### config.mk
export PLATFORM = sky130hd
export DESIGN_NAME = peripheral_dbg_soc_dii_arbiter
export DESIGN_NICKNAME = d
export VERILOG_FILES = /design/src/rtl/peripheral_dbg_soc_dii_arbiter.sv
export SDC_FILE = /design/constraint.sdc
export NUM_CORES = 1
export LEC_CHECK = 0
export ABC_AREA = 1
export BUFFER_PORTS_ARGS = -buffer_cell sky130_fd_sc_hd__buf_4
export CAP_MARGIN = 0
export CORE_AREA = 2 2 80 82
export DETAILED_ROUTE_END_ITERATION = 8
export DIE_AREA = 0 0 82 84
export PLACE_DENSITY_LB_ADDON = 0.2
export SYNTH_ARGS = -nofsm -noshare
export SYNTH_HDL_FRONTEND = slang
export SYNTH_SLANG_ARGS = --single-unit
### constraint.sdc
create_clock -name HCLK -period 1.6 [get_ports HCLK]
set_input_delay 0.24 -clock HCLK [delete_from_list [all_inputs] [get_ports HCLK]]
set_output_delay 0.24 -clock HCLK [all_outputs]
set_load 0.01 [all_outputs]
### src/rtl/peripheral_dbg_soc_dii_arbiter.sv
`default_nettype none
// ============================================================================
//  Module   : peripheral_dbg_soc_dii_arbiter
//  Brief    : Packet-level round-robin merge of PORTS DII flit streams onto a
//             single DII channel. Optional output skid buffer when
//             PERIPHERAL_DBG_SOC_DII_ARB_OUTREG_EN is defined.
//  Revision : 1.0
// ============================================================================
module peripheral_dbg_soc_dii_arbiter #(
   parameter int XLEN  = 64,
   parameter int PORTS = 2
) (
   input  logic                       HCLK,
   input  logic                       HRESETn,
   input  logic [PORTS-1:0][XLEN-1:0] req_data,
   input  logic [PORTS-1:0]           req_last,
   input  logic [PORTS-1:0]           req_valid,
   output logic [PORTS-1:0]           req_ready,
   output logic [XLEN-1:0]            out_data,
   output logic                       out_last,
   output logic                       out_valid,
   input  logic                       out_ready,
   output logic [PORTS-1:0]           grant,
   output logic                       busy
);

   localparam int IW = (PORTS > 1) ? $clog2(PORTS) : 1;
   localparam logic [IW-1:0] C_LAST_IDX = IW'(PORTS - 1);

   typedef enum logic [0:0] {
      IDLE   = 1'b0,
      LOCKED = 1'b1
   } state_t;

   state_t           r_state;
   logic [PORTS-1:0] r_grant;
   logic [IW-1:0]    r_rr_ptr;
   logic [IW-1:0]    r_gnt_idx;
   logic             r_busy;

   logic             w_any;
   logic [IW-1:0]    w_winner;
   logic [IW-1:0]    w_cand;
   logic             w_lock;
   logic             w_src_valid;
   logic             w_src_last;
   logic             w_accept;

   function automatic logic [IW-1:0] wrap_idx(input logic [IW-1:0] base, input int ofs);
      int s;
      s = (int'(base) + ofs) % PORTS;
      return IW'(s);
   endfunction

   // Search starts just after the last-served index and wraps, so a sole
   // requester equal to rr_ptr is found last and still wins.
   always_comb begin
      w_any    = 1'b0;
      w_winner = r_rr_ptr;
      w_cand   = r_rr_ptr;
      for (int i = 1; i <= PORTS; i++) begin
         w_cand = wrap_idx(r_rr_ptr, i);
         if (!w_any && req_valid[w_cand]) begin
            w_any    = 1'b1;
            w_winner = w_cand;
         end
      end
   end

   assign w_lock      = (r_state == LOCKED);
   assign w_src_valid = w_lock & req_valid[r_gnt_idx];
   assign w_src_last  = req_last[r_gnt_idx];

`ifdef PERIPHERAL_DBG_SOC_DII_ARB_OUTREG_EN
   logic [XLEN-1:0] r_bdata [2];
   logic [1:0]      r_blast;
   logic [1:0]      r_cnt;
   logic            r_wr;
   logic            r_rd;
   logic            w_nfull;
   logic            w_pop;

   // Ready depends only on registered fill level: no out_ready -> req_ready path.
   assign w_nfull   = (r_cnt != 2'd2);
   assign w_accept  = w_src_valid & w_nfull;
   assign w_pop     = out_valid & out_ready;
   assign req_ready = r_grant & {PORTS{w_nfull}};
   assign out_valid = (r_cnt != 2'd0);
   assign out_data  = out_valid ? r_bdata[r_rd] : '0;
   assign out_last  = out_valid & r_blast[r_rd];

   always_ff @(posedge HCLK or negedge HRESETn) begin
      if (!HRESETn) begin
         r_cnt <= 2'd0;
         r_wr  <= 1'b0;
         r_rd  <= 1'b0;
      end else begin
         if (w_accept) r_wr <= ~r_wr;
         if (w_pop)    r_rd <= ~r_rd;
         r_cnt <= r_cnt + 2'(w_accept) - 2'(w_pop);
      end
   end

   always_ff @(posedge HCLK) begin
      if (w_accept) begin
         r_bdata[r_wr] <= req_data[r_gnt_idx];
         r_blast[r_wr] <= w_src_last;
      end
   end
`else
   assign w_accept  = w_src_valid & out_ready;
   assign req_ready = r_grant & {PORTS{out_ready}};
   assign out_valid = w_src_valid;
   assign out_data  = w_lock ? req_data[r_gnt_idx] : '0;
   assign out_last  = w_lock & w_src_last;
`endif

   always_ff @(posedge HCLK or negedge HRESETn) begin
      if (!HRESETn) begin
         r_state   <= IDLE;
         r_grant   <= '0;
         r_rr_ptr  <= C_LAST_IDX;
         r_gnt_idx <= '0;
         r_busy    <= 1'b0;
      end else begin
         case (r_state)
            IDLE: begin
               if (w_any) begin
                  r_state   <= LOCKED;
                  r_grant   <= PORTS'(1) << w_winner;
                  r_gnt_idx <= w_winner;
                  r_busy    <= 1'b1;
               end
            end
            LOCKED: begin
               if (w_accept && w_src_last) begin
                  r_state  <= IDLE;
                  r_grant  <= '0;
                  r_rr_ptr <= r_gnt_idx;
                  r_busy   <= 1'b0;
               end
            end
            default: r_state <= IDLE;
         endcase
      end
   end

   assign grant = r_grant;
   assign busy  = r_busy;

endmodule
`default_nettype wire

==> reports/metrics.yaml, run 1 <==
run_status:
  status: "complete, no violations"
die:
  num_rows: 29
  dieArea_mm2: 0.00689
  die_y_um: 84
  start_util_pct: 20.7
  die_x_um: 82
  num_io_pins: 206
  core_area_mm2: 0.00610
setup_path:
  worst-path-max-fanout: 17
  cp-end-kind: "output port"
  worstPathArrival_ps: 1300
  r2r-end: "r_gnt_idx"
  path_class: "reg -> out"
  crit_path_end: "out_last"
  cp.required_ps: 1360
  path_buf_inv: 3
  max_stage_delay_ps: 430
  r2r_cells: 5
  critPathSlowestCell: "dfrtp_2"
  critPathLaunch: "r_gnt_idx"
  crit_family: "flip-flops"
  worstSetupPathDepth: 6
  startpoint_type: "flip-flop"
  crit_top_cell: "nand2_2"
  r2r-start: "r_state"
  path_cells: "clkinv_4 -> buf_8 -> nand2_2 -> nand2_2 -> nor2_1 -> buf_4"
  r2r_slack_ps: 330
clocking:
  h-tree-depth: 1
  postCtsSetupRepairBufs: 0
  cts_made_buffers: 3
  clk_latency_ps: 230
  cts_tree: "done"
  cts_root_buf: "clkbuf_8"
  clock_path_buffers: 2
  cts_sinks: 6
  clk_pin_slew_worst_paths_ps: 40
timing:
  rsz0062_at_grt: "yes"
  tightest_slew_ps: 336
  max_slew_margin_pct: 77.4
  slew_violations: 0
  period_needed_ps: 1540
  hold_viol_final: 0
  hold_ws_ps: 353
  max_freq_mhz: 650
  setup_viol: 0
  period_share_pct: 96.2
  fin_skew_ps: 7.13
  tns_ps: 0
yosys:
  async_reset_ff_share_pct: 100
  synth_most_common_cell: "nor2_1"
  syn_nets: 394
  syn_inst: 259
  yosysTopAreaCell: "nor2_1"
  syn_area_per_cell_um2: 4.87
  netlist.area_leader.share_pct: 39.3
  yosysWarningCount: 0
  synth_top_cells_by_area: "nor2_1, o21ai_0, dfrtp_1, buf_6, o21ai_1"
  synth_commonest_cells: "nor2_1, o21ai_0, o21ai_1"
  seq_area_frac_synth_pct: 12.0
  ys_types: 17
  synth-edff-count: 0
  synth_area_mm2: 0.00126
  synthFlopType: "dfrtp_1"
  synth_seq_cells: 6
grt:
  grt_pass1_wl_mm: 9.68
  grt_max_degree: 51
  grt.overflow.total: 0
  grt_antenna_before_repair: 0
  grt_usage_pct: 17.2
  grt_pass1_vias: 2070
power_and_ir_drop:
  power_leakage_nw: 1.65
  power.switching_mw: 2.36
  p_int_mw: 2.55
  power.total_mw: 4.91
  vdd_ir_drop_max_v: 0.000905
  power.share.clock_pct: 5.0
  p_per_area_mw_per_mm2: 1650
  p_sw_share_pct: 48.1
  pwr-share-seq_pct: 6.3
  combPwrFrac_pct: 88.8
detailed_routing:
  routedWlPerCell_um: 12.1
  drt-initial-drc-count: 48
  antenna_left: 0
  drc: 0
  via_count: 2284
  drt_wl_total_mm: 6.47
  vias_per_cell: 4.28
  first_pass_iters: 4
hold_path:
  hold_class: "in -> async"
cells_and_area:
  nFillCells: 644
  layout-drive-gt1-share_pct: 49.5
  areaGrowthSynthToFinish_pct: 137
  final_nets: 593
  antenna_cells: 0
  fin_area_mm2: 0.00298
placement:
  dp_hpwl_mm: 4.97
  routabilityCongestion: 0.835
  placed_area_mm2: 0.00286
  portBuffers: 205
job:
  cap_violations: 0
[registers in the layout, indices dropped and copies added (netlist names)]
name and count:
grant 2, busy 1, r_gnt_idx 1, r_rr_ptr 1
r_state 1
[worst register-to-register path, delay by kind of cell (launching register included)]
kind | cells | cell delay (ps)
simple gates | 1 | 270
compound gates | 2 | 220
flops | 1 | 410
buf+inv | 2 | 290
[stage by stage]
stage	worst slack [ps]	instances	utilization [%]
2_1_floorplan	290	259	-
3_3_place_gp	246	527	46.8
3_5_place_dp	232	527	46.8
4_1_cts	2.61	532	47.8
5_1_grt	-12.6	534	48.9
6_report	61.6	534	48.9
[worst min path at each step]
stage                 start   endpoint  slack [ps]  depth (start not counted)
finish              HRESETn  r_gnt_idx         350                          2
global route        HRESETn   grant[1]         360                          2
CTS                 HRESETn   grant[1]         360                          2
detailed placement  HRESETn   grant[0]          60                          1
global placement    HRESETn       busy          50                          1
floorplan           HRESETn       busy         -60                          0
[final cells by class]
cell class,instances,area [um^2],area share [%]
Clock buffer,4,45.0,1.51
Inverter,10,42.5,1.43
Multi-Input combinational cell,222,942,31.6
Sequential cell,6,153,5.12
Tap cell,77,96.3,3.23
Timing Repair Buffer,215,1700,57.1
[power by group through the flow]
| stage | Combinational (mW) | Clock (mW) | Sequential [mW] |
|---|---|---|---|
| final | 4.36 | 0.244 | 0.308 |
| after global routing | 4.86 | 0.261 | 0.322 |
| after global placement | 4.18 | 0 | 0.297 |
| after CTS | 4.22 | 0.247 | 0.299 |
| after detailed placement | 4.20 | 0 | 0.300 |
| after floorplan | 2.20 | 0 | 0.290 |
[per-layer routing]
layer  GRT usage [%]  vias up  wire length, um
met5               0        -                0
met4            5.61        0              146
met3            4.00       17              643
met2            31.6      102             3340
met1            18.9      949             2340
li1                -     1216                -
[logic make-up after synthesis]
logic type	share of synthesized area [%]
buf+inv	13.5
simple gates	46.7
flops	12.0
compound gates	27.8
[cells in the final DEF (no fill, tap or decap)]
cell and instances:
dlygate4sd3_1 1, nand2_2 3, clkinv_4 1, nor2_1 131, buf_6 2, dfrtp_2 1, nor2_2 3, clkbuf_1 1
inv_1 9, dfstp_2 1, clkbuf_8 3, nand2_1 11, nand3_1 3, o21ai_0 52, or2_1 1, dfrtp_1 4
clkbuf_16 2, buf_8 1, o21ai_1 18, buf_4 206, buf_12 3
[repair_timing]
item                                    in CTS  in global routing
hold buffers                                 1                  0
endpoints found under the setup margin       1                 36
gates resized for setup                      1                 11
pin swaps                                    1                  0
gates cloned                                 0                  2
hold endpoints to repair                     5                  0
No activity file was read; power rests on OpenSTA's default activity.
==> run 2, diff against run 1 <==
Settings changed: ABC_AREA 1 to 0, CAP_MARGIN 0 to not set, CORE_AREA 2 2 80 82 to 2 2 79 81, DIE_AREA 0 0 82 84 to 0 0 81 83.
==> run 2 against run 1 <==
  * The flow now finishes with violations (setup timing)
  * Clock-buffer cell count unchanged
  * Critical path depth is 1 lower
  * Synthesized cell count down 35%
  * Highest routed layer unchanged
==> reports/metrics.yaml, run 2 <==
setup_path:
  startpoint_type: "flip-flop"
  critPathLaunch: "r_gnt_idx"
  worst-path-max-fanout: 8  # -9
  r2r-start: "r_gnt_idx"
  worstPathArrival_ps: 1440  # +140 ps
  cp.required_ps: 1360  # about the same
  cp-end-kind: "output port"
  path_class: "reg -> out"
timing:
  tightest_slew_ps: 312  # -24.4 ps
  period_needed_ps: 1680  # +138 ps
  fin_skew_ps: 2.36  # -4.77 ps
  slew_violations: 0  # unchanged
  rsz0062_at_grt: "yes"
  hold_ws_ps: 356  # +2.01 ps
  max_freq_mhz: 596  # -8.2%
  max_slew_margin_pct: 79.2  # +1.8 points
  setup_viol: 42  # +42
  period_share_pct: 105  # +8.6 points
  hold_viol_final: 0  # unchanged
  setup_slack_ps: -76.7  # -138 ps
grt:
  grt_usage_pct: 16.0  # -1.3 points
  grt.overflow.total: 0  # unchanged
  grt_antenna_before_repair: 0  # unchanged
  grt_pass1_wl_mm: 8.83  # -8.8%
  grt_pass1_vias: 1864  # -10%
  grt_max_degree: 39  # -24%
die:
  core_area_mm2: 0.00582  # -4.6%
  num_rows: 28  # -3.4%
  die_x_um: 81  # -1.2%
  start_util_pct: 21.5  # +0.80 points
  die_y_um: 83  # -1.2%
  num_io_pins: 206  # unchanged
  dieArea_mm2: 0.00672  # -2.4%
detailed_routing:
  drc: 0  # unchanged
  antenna_left: 0  # unchanged
  drt_wl_total_mm: 6.11  # -5.5%
  vias_per_cell: 4.41  # +3.2%
  via_count: 1991  # -13%
  first_pass_iters: 4  # unchanged
  drt-initial-drc-count: 30  # -38%
  routedWlPerCell_um: 13.5  # +12%
cells_and_area:
  layout-drive-gt1-share_pct: 61.2  # +12 points
  areaGrowthSynthToFinish_pct: 146
  fin_area_mm2: 0.00307  # +3.0%
  layout_commonest_cell: "buf_4"
  multiInputGateArea_mm2: 0.00103  # +9.3%
  nFillCells: 563  # -13%
  most-common-layout-cells: "buf_4, nor2_1, mux2i_1"
  largest_reg_flops: 2  # unchanged
  antenna_cells: 0  # unchanged
  regArea_um2: 155  # +1.6%
  final_nets: 512  # -14%
placement:
  routabilityCongestion: 0.748  # -10%
  placed_area_mm2: 0.00288  # +0.70%
  portBuffers: 205  # unchanged
  dp_hpwl_mm: 4.89  # -1.5%
clocking:
  clk_pin_slew_worst_paths_ps: 40  # about the same
  clk_latency_ps: 220  # about the same
  cts_root_buf: "clkbuf_8"
  cts_made_buffers: 3  # unchanged
  clock_path_buffers: 2  # unchanged
  h-tree-depth: 1  # unchanged
  cts_tree: "done"
  cts_sinks: 6  # unchanged
yosys:
  synth_top_cells_by_area: "mux2i_1, nor2_1, dfrtp_1, buf_2, dfstp_2"
  syn_inst: 169  # -35%
  syn_area_per_cell_um2: 7.40  # +52%
  synth_area_mm2: 0.00125  # -0.89%
  synth_most_common_cell: "nor2_1"
  synth-edff-count: 0  # unchanged
  synthFlopType: "dfrtp_1"
  synth_seq_cells: 6  # unchanged
  ys_types: 18  # +1
  yosysWarningCount: 0  # unchanged
  syn_nets: 304  # -23%
  async_reset_ff_share_pct: 100  # unchanged
  seq_area_frac_synth_pct: 12.1  # +0.11 points
  netlist.area_leader.share_pct: 52.9  # +14 points
  synth_commonest_cells: "nor2_1, mux2i_1, buf_2"
  yosysTopAreaCell: "mux2i_1"
hold_path:
  hold_class: "in -> async"
run_status:
  status: "finished with violations"
  failed_checks: "setup timing"
power_and_ir_drop:
  power_leakage_nw: 1.88  # +14%
  p_per_area_mw_per_mm2: 1410  # -14%
  vdd_ir_drop_max_v: 0.000897  # -0.91%
job:
  cap_violations: 0  # unchanged
-- run 2: cell types whose count changed after synthesis, sizes merged, moves of 2 or more --
cell,before,now
o21ai,70,1
mux2i,0,66
nor2,134,68
nand2,14,0
inv,10,2
clkbuf,12,5
nand3,3,0
a21o,0,2
a31o,0,2
and2,0,2
-- run 2: power by group --
part	internal (mW)	switching [mW]
Clock	0.172	0.0721
Sequential	0.238	0.0740
Combinational	2.10	1.68
-- run 2: cell type report --
cell class | instances | area share [%]
inverter | 2 | 0.244
sequential | 6 | 5.05
tap | 75 | 3.05
timing repair buffer | 218 | 56.7
multi-input combinational | 146 | 33.5
clock buffer | 4 | 1.47
-- run 2: critical path, cell delays in order, from the launching register on --
cell and delay [ps]:
dfrtp_4 510, buf_12 170, clkbuf_16 160, mux2i_1 150
nor2_1 60, buf_4 150
-- run 2: timing repair --
action                                 in CTS  in global routing
gates resized for setup                     7                  5
endpoints found under the hold margin       6                  0
setup endpoints to repair                  58                 69
buffers inserted                            3                  0
hold buffers                                1                  0
cloned                                      2                  1
pin swaps                                   0                  3
-- run 2: final timing paths --
| kind | endpoint | slack (ps) | cells past startpoint |
|---|---|---|---|
| min in group HCLK | r_gnt_idx | 370 | 3 |
| worst min-delay path | busy | 360 | 2 |
| max in group asynchronous | r_rr_ptr | 1040 | 2 |
| worst min register to register | busy | 480 | 1 |
| worst max register to register | r_rr_ptr | -30 | 3 |
| worst max-delay path | out_data[14] | -80 | 5 |
-- run 2: metrics by stage --
step | instances | utilization, % | power (mW) | TNS, ps | worst slack [ps]
after CTS | 450 | 52.1 | 4.30 | -3290 | -83.8
after global routing | 451 | 52.8 | 4.66 | -5160 | -130
after floorplan | 169 | - | 2.14 | 0 | 70.8
after global placement | 440 | 49.4 | 3.73 | 0 | 31.2
after detailed placement | 440 | 49.4 | 3.77 | 0 | 2.95
final | 451 | 52.8 | 4.34 | -1540 | -76.7
-- run 2: kinds of logic after synthesis --
kind of cell	count (synthesis)	synth area share, %
simple gates	71	22.5
mux	67	54.1
buf+inv	17	6.11
compound gates	8	5.21
flops	6	12.1
-- run 2: routing by layer --
layer  track usage (%)  part of all wire, %  vias to the layer above
met1              15.3                   32                      893
li1                  -                    -                      994
met5                 0                    0                        -
met3              4.46                   11                        6
met4              2.93                  1.0                        0
met2              32.5                   56                       98
